**src/rtl/char_writer.sv**
```systemverilog
// Terminal write engine: turns a byte stream into character-buffer writes, tracks the cursor, scrolls.
// Optional CHAR_WRITER_FF_CLEAR_EN: form feed (0x0C) clears the whole buffer and homes the cursor.
//
// state  | meaning
// IDLE   | ready for the next byte
// WRITE  | one-cycle printable write, cursor advance and line-wrap
// CLEAR  | blank-fill one recycled row, 64 writes
// CLRALL | blank-fill all 1024 cells (form feed build only)
module char_writer #(
  parameter logic [7:0] BLANK_CHAR = 8'h20
) (
  input  logic       clk,
  input  logic       rst_n,
  input  logic [7:0] in_data,
  input  logic       in_valid,
  output logic       in_ready,
  output logic [9:0] buf_addr,
  output logic [7:0] buf_din,
  output logic       buf_we,
  output logic [5:0] cursor_x,
  output logic [3:0] cursor_y,
  output logic [3:0] first_line,
  output logic       busy
);

  localparam logic [1:0] IDLE   = 2'd0;
  localparam logic [1:0] WRITE  = 2'd1;
  localparam logic [1:0] CLEAR  = 2'd2;
`ifdef CHAR_WRITER_FF_CLEAR_EN
  localparam logic [1:0] CLRALL = 2'd3;
`endif

  logic [1:0] state;
  logic [3:0] phys_row;

  assign phys_row = first_line + cursor_y;
  assign in_ready = (state == IDLE);
  assign busy     = ~in_ready;

  // The clear counter is buf_addr itself; the recycled row sits in buf_addr[9:6].
  always_ff @(posedge clk or negedge rst_n) begin
    if (!rst_n) begin
      state      <= IDLE;
      buf_addr   <= 10'd0;
      buf_din    <= 8'd0;
      buf_we     <= 1'b0;
      cursor_x   <= 6'd0;
      cursor_y   <= 4'd0;
      first_line <= 4'd0;
    end else begin
      case (state)
        IDLE: begin
          if (in_valid) begin
            if (in_data >= 8'h20 && in_data <= 8'h7E) begin
              buf_addr <= {phys_row, cursor_x};
              buf_din  <= in_data;
              buf_we   <= 1'b1;
              state    <= WRITE;
            end else begin
              case (in_data)
                8'h0D: cursor_x <= 6'd0;
                8'h0A: begin
                  if (cursor_y != 4'd15) begin
                    cursor_y <= cursor_y + 4'd1;
                  end else begin
                    first_line <= first_line + 4'd1;
                    buf_addr   <= {first_line, 6'd0};
                    buf_din    <= BLANK_CHAR;
                    buf_we     <= 1'b1;
                    state      <= CLEAR;
                  end
                end
                8'h08: begin
                  if (cursor_x != 6'd0) cursor_x <= cursor_x - 6'd1;
                end
`ifdef CHAR_WRITER_FF_CLEAR_EN
                8'h0C: begin
                  cursor_x   <= 6'd0;
                  cursor_y   <= 4'd0;
                  first_line <= 4'd0;
                  buf_addr   <= 10'd0;
                  buf_din    <= BLANK_CHAR;
                  buf_we     <= 1'b1;
                  state      <= CLRALL;
                end
`endif
                default: ;
              endcase
            end
          end
        end
        WRITE: begin
          if (cursor_x == 6'd63) begin
            cursor_x <= 6'd0;
            if (cursor_y != 4'd15) begin
              cursor_y <= cursor_y + 4'd1;
              buf_we   <= 1'b0;
              state    <= IDLE;
            end else begin
              // Wrap on the bottom row scrolls straight into the row clear.
              first_line <= first_line + 4'd1;
              buf_addr   <= {first_line, 6'd0};
              buf_din    <= BLANK_CHAR;
              buf_we     <= 1'b1;
              state      <= CLEAR;
            end
          end else begin
            cursor_x <= cursor_x + 6'd1;
            buf_we   <= 1'b0;
            state    <= IDLE;
          end
        end
        CLEAR: begin
          if (buf_addr[5:0] == 6'd63) begin
            buf_we <= 1'b0;
            state  <= IDLE;
          end else begin
            buf_addr[5:0] <= buf_addr[5:0] + 6'd1;
          end
        end
`ifdef CHAR_WRITER_FF_CLEAR_EN
        CLRALL: begin
          if (buf_addr == 10'd1023) begin
            buf_we <= 1'b0;
            state  <= IDLE;
          end else begin
            buf_addr <= buf_addr + 10'd1;
          end
        end
`endif
        default: begin
          buf_we <= 1'b0;
          state  <= IDLE;
        end
      endcase
    end
  end

endmodule

```
**config.mk**
```make
export PLATFORM = sky130hd
export DESIGN_NAME = char_writer
export DESIGN_NICKNAME = d
export VERILOG_FILES = /design/src/rtl/char_writer.sv
export SDC_FILE = /design/constraint.sdc
export NUM_CORES = 1
export LEC_CHECK = 0
export ABC_AREA = 1
export CAP_MARGIN = 5
export CORE_MARGIN = 2
export CORE_UTILIZATION = 49
export CTS_CLUSTER_DIAMETER = 50
export DETAILED_ROUTE_END_ITERATION = 16
export PLACE_DENSITY_LB_ADDON = 0.15
export SYNTH_ARGS = -nofsm -noshare
export SYNTH_HDL_FRONTEND = slang
export SYNTH_SLANG_ARGS = --single-unit
```
**constraint.sdc**
```tcl
create_clock -name clk -period 1.6 [get_ports clk]
set_clock_uncertainty 0.2 [all_clocks]
set_input_delay 0.24 -clock clk [delete_from_list [all_inputs] [get_ports clk]]
set_output_delay 0.24 -clock clk [all_outputs]
set_load 0.005 [all_outputs]
```
==> results of run 1 <==
==> repair_timing <==
| action | in CTS | in global routing |
|---|---|---|
| setup buffers | 36 | 15 |
| pin swaps | 27 | 24 |
| resized for setup | 107 | 74 |
| gates cloned | 1 | 0 |
| endpoints found under the setup margin | 68 | 40 |
| hold endpoints to repair | 0 | 0 |
| hold buffers | 0 | 0 |
==> worst paths after layout <==
kind,startpoint,cells past startpoint,slack (ns),to
max,state[1],12,-0.32,first_line[0]
min,rst_n,2,0.11,buf_addr[2]
max reg2reg,state[1],12,-0.32,first_line[0]
min reg2reg,buf_din[6],2,0.31,buf_din[6]
max in group asynchronous,rst_n,2,0.88,cursor_y[0]
min in group clk,in_data[3],7,0.30,buf_din[3]
==> placed cells by master (no fill, tap or decap), types with 7 or more instances in the layout <==
cell type and instances:
nand2_1 155, nand2_2 22, dfrtp_1 32, o21ai_1 10, inv_1 37, nand2_4 8
dlymetal6s2s_1 8, buf_4 83, nor2_4 8, nand3_4 7, nor2_1 10, buf_6 37
dlygate4sd2_1 26, o21ai_0 24, nand3_1 41, nor2_2 7
==> where the power goes <==
part	switching (µW)	total, µW	leakage [µW]	internal, µW
clock	347	654	0.0000422	306
combinational	3020	5770	0.00212	2750
sequential	244	1420	0.000453	1170
total	3610	7840	0.00261	4230
==> layout make-up <==
cell class | instances | area, µm²
multi-input cells | 337 | 2010
inverters | 49 | 206
well taps | 72 | 90.1
flip-flops and latches | 35 | 880
clock inverters | 1 | 5.00
fillers | 274 | 703
clock buffers | 7 | 76.3
repair buffers | 166 | 1500
==> cell usage after synthesis (all sizes together) <==
cell type    n
fa           1
o22ai        1
buf          7
dfrtp       35
a21o         1
o21ai       38
nand3b       2
ha          12
clkbuf       3
nand4        6
a21boi       1
a21oi        4
xor2         5
nor2        25
nor3         1
o21bai       1
xnor2        3
nand3       50
inv         49
nand2      185
==> registers in the layout, indices dropped and copies added, names as in the netlist <==
register    flops
state           2
first_line      4
buf_addr       10
cursor_y        4
buf_we          1
buf_din         8
cursor_x        6
==> stage by stage <==
step                      setup TNS, ns  hold WS [ns]  total power [µW]  util [%]
after global placement           -11.81         0.281              5280      71.0
after detailed placement         -13.05         0.288              5380      71.0
after CTS                         -5.26         0.120              6870      80.9
after floorplan                   -2.20        -0.256              3610         -
final                             -8.68         0.112              7840      87.2
after global routing             -10.22         0.156              8310      87.2
==> metal layers <==
layer | vias up | wire length [µm] | GRT usage [%]
li1 | 1705 | - | -
met3 | 50 | 721 | 3.41
met5 | - | 0 | 0
met4 | 0 | 395 | 11.9
met1 | 1713 | 4060 | 36.8
met2 | 223 | 5250 | 56.7
==> cell families (layout without fill, tap and decap cells) <==
family,count (synthesis),after routing,share of synthesized area [%]
XOR/XNOR,8,8,2.53
buffers and inverters,59,223,8.64
AO/OA/AOI/OAI,46,46,8.77
flip-flops,35,35,31.7
AND/OR/NAND/NOR,269,270,42.2
adder cells (fa/ha/maj),13,13,6.15
==> critical path, delay by kind of cell (launching register included) <==
family | cells | cell delay, ns
and+or+nand+nor | 5 | 0.56
adders and majority gates | 1 | 0.16
buffers and inverters | 6 | 0.55
DFF | 1 | 0.38
==> metrics.yaml, run 1 <==
clockBufferDepth: 2
viasPerCell: 5.53
cts-root-buf: "clkbuf_8"
fin_nets: 618
leakage_uw: 0.00261
core_um2: 5470
crit_fanout: 5
diodes: 0
ys_seq_elements: 35
fin_crit_sh_pct: 120
area_delta_synth_final_pct: 72.4
cts_tree: "done"
wl_per_cell_um: 15.6
cp_slowest_stage_delay_ns: 0.38
setup_viol: 36
yosysUniqueCellTypes: 31
netlist_instances: 430
synth-warning-count: 0
start_util_pct: 50.5
drc: 0
first_iter_violations: 291
placed_area_um2: 3890
yosysTopAreaCellShare_pct: 31.7
max_slew_margin_pct: 83.0
max_freq_ghz: 0.520
hp-class: "in -> async"
required_ns: 1.63
crit_chain: "inv_2 > buf_6 > ha_4 > inv_4 > buf_6 > nor2_4 > buf_6 > nor3_4 > nand2_1 > nand2_1 > nand2_1 > inv_1"
dp.cells: 610
dp_slack_ns: -0.423
ant_nets: 0
layout_setup_ws_ns: -0.322
max_slew.worst_pin.slew_ns: 0.252
critPathLaunchType: "flop"
design_area_um2: 4770
wirelength_um: 10400
finalHoldViolations: 0
die_y_um: 79.1
power.density_nw_per_um2: 1640
final_layout_size_suffix_gt1_share_pct: 36.3
io_buffer_count: 45
clk_pin_slew_ns: 0.08
ios: 46
violations: "negative setup slack"
avgSynthCellArea_um2: 6.43
htreeDepth: 2
yosysSeqAreaShare_pct: 31.7
status: "finished with violations"
critPathCaptureType: "flop"
vias: 3691
cts_buffers: 5
hpwl_um: 6070
max_cap_violations: 0
dieWidth_um: 79.1
rsz0062_at_grt: "true"
critical_path.slowest_cell: "dfrtp_1"
synth_area_um2: 2770
ir_worst_vdd_uv: 1030
crit_type: "reg -> reg"
yosysTopAreaCell: "dfrtp_1"
grt_max_degree: 36
grt_pass1_vias: 3373
critical_path_arrival_ns: 1.96
row_count: 27
min_period_ns: 1.92
antenna_found_initial: 0
cts_sinks: 35
die-area_um2: 6260
grt_pass1_wl_um: 15300
first_pass_iters: 5
slew_violations: 0
routabilityCongestion: 0.865
clk_latency_ns: 0.29
syn_nets: 454
synth_area_leaders: "dfrtp_1 (32%), nand2_1 (25%), nand3_1 (8.3%), inv_1 (6.0%), o21ai_0 (6.0%)"
track_usage_pct: 30.9
grt_overflow: 0
finalNonFillerCells: 667
No activity file was read; power rests on OpenSTA's default activity.
==> run 2, diff against run 1 <==
--- a/config.mk
+++ b/config.mk
@@ -12,6 +12,7 @@
 export CTS_CLUSTER_DIAMETER = 50
 export DETAILED_ROUTE_END_ITERATION = 16
 export PLACE_DENSITY_LB_ADDON = 0.15
+export SKIP_CTS_REPAIR_TIMING = 1
 export SYNTH_ARGS = -nofsm -noshare
 export SYNTH_HDL_FRONTEND = slang
 export SYNTH_SLANG_ARGS = --single-unit
==> run 2 against run 1 <==
The run still ends with negative setup slack left. Sequential power about the same. Final area down 0.45%. Via count down 3.9%. Clock power up 1%.
==> metrics.yaml, run 2 (same netlist as run 1, synthesis figures left out) <==
critical_path_arrival_ns: 1.86  # -0.10 ns
first_pass_iters: 5  # unchanged
wirelength_um: 9910  # -5.0%
grt_overflow: 0  # unchanged
cts_sinks: 35  # unchanged
leakage_uw: 0.00284  # +8.6%
wl_per_cell_um: 15.2  # -2.9%
hpwl_um: 6070  # unchanged
ir_worst_vdd_uv: 1310  # +27%
power.density_nw_per_um2: 1600  # -2.8%
ant_nets: 0  # unchanged
violations: "negative setup slack"
ios: 46  # unchanged
startpoint: "state[0]"
htreeDepth: 2  # unchanged
crit_fanout: 5  # unchanged
r2r-start: "state[0]"
drc: 0  # unchanged
worst_r2r_endpoint: "first_line[2]"
min_period_ns: 1.87  # -0.0534 ns
slew_violations: 0  # unchanged
final_common_cell: "nand2_1"
max_slew.worst_pin.slew_ns: 0.263  # +0.0110 ns
diodes: 0  # unchanged
antenna_found_initial: 0  # unchanged
hp-class: "in -> async"
cts_buffers: 5  # unchanged
grt_max_degree: 36  # unchanged
row_count: 27  # unchanged
crit_type: "reg -> reg"
max_slew_margin_pct: 82.3  # -0.74 points
crit_end: "first_line[2]"
dp.cells: 610  # unchanged
fin_nets: 604  # -2.3%
layout_common_cells: "nand2_1 (157), buf_4 (76), nand3_1 (40)"
viasPerCell: 5.43  # -1.9%
core_um2: 5470  # unchanged
die_y_um: 79.1  # unchanged
setup_viol: 37  # +2.8%
dr.max_layer_used: "met4"
dieWidth_um: 79.1  # unchanged
rrSetupSlack_ns: -0.27  # +0.05 ns
r2r_cells: 10  # -2
wl_met1_um: 3940  # -3.0%
dp_slack_ns: -0.423  # unchanged
finalHoldViolations: 0  # unchanged
grt_pass1_vias: 3027  # -10%
critPathCaptureType: "flop"
routabilityCongestion: 0.865  # unchanged
io_buffer_count: 45  # unchanged
clk_latency_ns: 0.30  # about the same
required_ns: 1.59  # -0.04 ns
grt_pass1_wl_um: 13400  # -13%
reg.largest.list: "buf_addr (10), buf_din (8), cursor_x (6)"
track_usage_pct: 26.7  # -4.2 points
critPathLaunchType: "flop"
dr_wl_met2_um: 5150  # -1.9%
cts-root-buf: "clkbuf_8"
rsz0062_at_grt: "true"
finalNonFillerCells: 653  # -2.1%
fill_cells: 291  # +6.2%
area_delta_synth_final_pct: 71.6
largest_register: "buf_addr"
status: "finished with violations"
vias: 3546  # -3.9%
first_iter_violations: 227  # -22%
largest_reg_flops: 10  # unchanged
cts_tree: "done"
max_freq_ghz: 0.535  # +2.9%
layout_setup_ws_ns: -0.268  # +0.0534 ns
die-area_um2: 6260  # unchanged
route.met3.wl_um: 561  # -22%
clk_pin_slew_ns: 0.07  # about the same
max_cap_violations: 0  # unchanged
final_layout_size_suffix_gt1_share_pct: 35.3  # -1.0 points
fin_crit_sh_pct: 117  # -3.3 points
start_util_pct: 50.5  # unchanged
clockBufferDepth: 2  # unchanged
-- run 2: changes by cell type in the layout (fill, tap and decap cells not counted), moves of 4 or more --
cell,delta
buf_4,-7
buf_6,-8
dlygate4sd2_1,-26
dlymetal6s2s_1,+28
nor2_1,+4
o21ai_0,-6
o21ai_1,+4
-- run 2: worst min path at each step --
stage               slack [ns]           to  depth (start not counted)        from
global placement          0.28   buf_din[6]                          2  buf_din[6]
detailed placement        0.29   buf_din[1]                          2  buf_din[1]
finish                    0.11  buf_addr[1]                          2       rst_n
floorplan                -0.26  buf_addr[0]                          0       rst_n
CTS                       0.12  buf_addr[0]                          2       rst_n
global route              0.15  cursor_x[4]                          2       rst_n
-- run 2: layer usage --
layer  track usage [%]  up-vias
met3              3.52       35
li1                  -     1676
met4              10.3        0
met2              47.0      175
met1              33.2     1660
met5                 0        -
-- run 2: layout make-up --
class	count	area, µm²	share of cell area, %
Timing Repair Buffer	152	1480	31.1
Multi-Input combinational cell	337	2000	42.1
Inverter	49	218	4.58
Sequential cell	35	883	18.6
Clock inverter	1	5.00	0.105
Clock buffer	7	76.3	1.61
Tap cell	72	90.1	1.90
-- run 2: per-stage QoR --
stage | hold slack (ns) | utilization, % | power (µW) | area, µm² | setup TNS [ns]
finish | 0.106 | 86.8 | 7580 | 4750 | -6.16
global route | 0.151 | 86.8 | 8050 | 4750 | -8.56
CTS | 0.120 | 72.5 | 6050 | 3970 | -10.72
detailed placement | 0.288 | 71.0 | 5380 | 3890 | -13.05
global placement | 0.281 | 71.0 | 5280 | 3890 | -11.81
floorplan | -0.256 | - | 3610 | 2830 | -2.20
-- run 2: power by group --
part           leakage (µW)  internal [µW]  switching [µW]
clock             0.0000422            306             356
sequential         0.000448           1180             258
combinational       0.00235           2620            2870
-- run 2: worst max-delay path: stages (launching register included) --
cell and delay, ns:
dfrtp_1 0.40, buf_6 0.13, ha_4 0.16, inv_4 0.05, buf_6 0.12, nor2_4 0.06, buf_6 0.11, nor3_4 0.25
nand3_1 0.14, nand2_1 0.10, nand2_1 0.05
==> run 3, diff against run 2 <==
--- a/config.mk
+++ b/config.mk
@@ -8,9 +8,11 @@
 export ABC_AREA = 1
 export CAP_MARGIN = 5
 export CORE_MARGIN = 2
-export CORE_UTILIZATION = 49
+export CORE_UTILIZATION = 58
+export CTS_BUF_LIST = sky130_fd_sc_hd__clkbuf_4 sky130_fd_sc_hd__clkbuf_8 sky130_fd_sc_hd__clkbuf_16
 export CTS_CLUSTER_DIAMETER = 50
 export DETAILED_ROUTE_END_ITERATION = 16
+export DONT_BUFFER_PORTS = 1
 export PLACE_DENSITY_LB_ADDON = 0.15
 export SKIP_CTS_REPAIR_TIMING = 1
 export SYNTH_ARGS = -nofsm -noshare
==> run 3 against run 2 <==
The run still ends with negative setup slack left. Cell count is 14% lower. Wire length down 7.4%. Utilization fell by 3.0 points. Combinational power down 13%. Critical path depth is the same. Setup slack better by 0.019 ns. First-iteration DRC count up 1.8%. Critical endpoint is now cursor_y[3]. Largest power group unchanged.
==> metrics.yaml, run 3 (same netlist as run 1, synthesis figures left out) <==
status: "finished with violations"
violations: "negative setup slack"
fin_nets: 533  # -12%
grt_max_degree: 36  # unchanged
grt_pass1_vias: 2801  # -7.5%
track_usage_pct: 29.2  # +2.5 points
max_slew.worst_pin.slew_ns: 0.252  # -0.0110 ns
cts_sinks: 35  # unchanged
finalHoldViolations: 0  # unchanged
wirelength_um: 9180  # -7.4%
max_slew_margin_pct: 83.1  # +0.85 points
first_pass_iters: 5  # unchanged
layout_common_cells: "nand2_1 (156), buf_4 (64), nand3_1 (42)"
hpwl_um: 5600  # -7.8%
design_area_um2: 3910  # -18%
drc: 0  # unchanged
row_count: 25  # -7.4%
switching_power_uw: 3360  # -3.5%
p_int_uw: 3550  # -14%
io_buffer_count: 0  # -100%
start_util_pct: 59.4  # +8.8 points
setup_viol: 37  # unchanged
ant_nets: 0  # unchanged
grt_pass1_wl_um: 12100  # -9.1%
wl_per_cell_um: 16.3  # +7.2%
min_period_ns: 1.85  # -0.0193 ns
cts_tree: "done"
antenna_found_initial: 0  # unchanged
first_iter_violations: 231  # +1.8%
holdWs_ns: 0.0802  # -0.0257 ns
largest_reg_flops: 10  # unchanged
max_freq_ghz: 0.541  # +1.0%
ios: 46  # unchanged
critPathCaptureType: "flop"
largest_register: "buf_addr"
clockBufferDepth: 2  # unchanged
slew_violations: 0  # unchanged
die_y_um: 73.1  # -7.7%
routabilityCongestion: 0.870  # +0.60%
clk_pin_slew_ns: 0.08  # about the same
comb_power_share_pct: 69.2  # -3.2 points
max_cap_violations: 0  # unchanged
placed_area_um2: 3340  # -14%
crit_fanout: 7  # +2
die-area_um2: 5340  # -15%
rsz0062_at_grt: "true"
crit_type: "reg -> reg"
pwr-share-seq_pct: 21.0  # +2.1 points
fin_crit_sh_pct: 116  # -1.2 points
critical_path_arrival_ns: 1.89  # +0.03 ns
required_ns: 1.64  # +0.05 ns
cts_buffers: 5  # unchanged
grt_overflow: 0  # unchanged
core_um2: 4660  # -15%
swShare_pct: 48.6  # +2.7 points
viasPerCell: 5.77  # +6.2%
layout_setup_ws_ns: -0.249  # +0.0193 ns
power.density_nw_per_um2: 1770  # +11%
pwr-share-clk_pct: 9.8  # +1.1 points
htreeDepth: 2  # unchanged
reg.largest.list: "buf_addr (10), buf_din (8), cursor_x (6)"
hp-class: "in -> reg"
cts-root-buf: "clkbuf_8"
vias: 3252  # -8.3%
dieWidth_um: 73.1  # -7.7%
leakage_uw: 0.00206  # -27%
total_power_uw: 6910  # -8.9%
diodes: 0  # unchanged
area_delta_synth_final_pct: 41.2
critPathLaunchType: "flop"
ir_worst_vdd_uv: 1310  # +0.12%
final_layout_size_suffix_gt1_share_pct: 32.7  # -2.5 points
final_common_cell: "nand2_1"
fill_cells: 304  # +4.5%
clk_latency_ns: 0.31  # about the same
==> run 3: cell types whose count changed in the layout (fill, tap and decap cells not counted), moves of 4 or more <==
cell             change
buf_4               -12
dfrtp_2              -5
clkdlybuf4s50_1      -6
dlymetal6s2s_1      -36
dfrtp_1              +5
buf_6               -21
nor2_2               -4
ha_4                 -4
inv_6                -4
nor2_1               +4
==> run 3: path summary, 6_finish.rpt <==
path	start	to	slack [ns]	depth (start not counted)
setup / recovery	state[1]	cursor_y[3]	-0.25	10
hold / removal	in_data[1]	cursor_x[1]	0.08	5
setup reg to reg	state[1]	cursor_y[3]	-0.25	10
hold reg to reg	buf_din[1]	buf_din[1]	0.33	2
max in group asynchronous	rst_n	state[0]	0.82	2
min in group asynchronous	rst_n	buf_addr[2]	0.17	2
==> run 3: metal layers <==
layer  track usage [%]  up-vias  wire (µm)
met2              51.7      155       4790
met5                 0        -          0
li1                  -     1530          -
met3              6.35       27        686
met4              10.7        0        228
met1              34.6     1540       3480
==> run 3: power groups by stage <==
stage               registers (µW)  logic [µW]  clock network [µW]
floorplan                     1470        2140                   0
global placement              1410        3300                   0
detailed placement            1410        3420                   0
CTS                           1400        3440                 650
global route                  1470        5150                 689
finish                        1450        4780                 677
==> run 3: through the flow <==
stage / worst slack [ns] / std cells / utilization (%) / TNS, ns
2_1_floorplan: -0.112 / 430 / - / -2.20
3_3_place_gp: -0.196 / 539 / 71.7 / -3.44
3_5_place_dp: -0.239 / 539 / 71.7 / -5.18
4_1_cts: -0.260 / 547 / 73.5 / -6.14
5_1_grt: -0.290 / 564 / 83.8 / -8.38
6_report: -0.249 / 564 / 83.8 / -6.53
==> run 3: layout make-up <==
| type | instances | area (µm²) | area share (%) |
|---|---|---|---|
| flip-flops and latches | 35 | 877 | 22.5 |
| clock inverters | 3 | 15.0 | 0.384 |
| clock buffers | 5 | 68.8 | 1.76 |
| inverters | 49 | 214 | 5.48 |
| well taps | 54 | 67.6 | 1.73 |
| repair buffers | 81 | 726 | 18.6 |
| multi-input cells | 337 | 1940 | 49.6 |
==> run 3: critical path: stages (launching register included) <==
cell	delay (ns)
dfrtp_1	0.42
inv_2	0.12
ha_4	0.16
inv_4	0.04
buf_12	0.12
nor2_4	0.14
clkinv_4	0.12
buf_6	0.14
nand4_4	0.14
nand2_1	0.08
o21ai_1	0.08
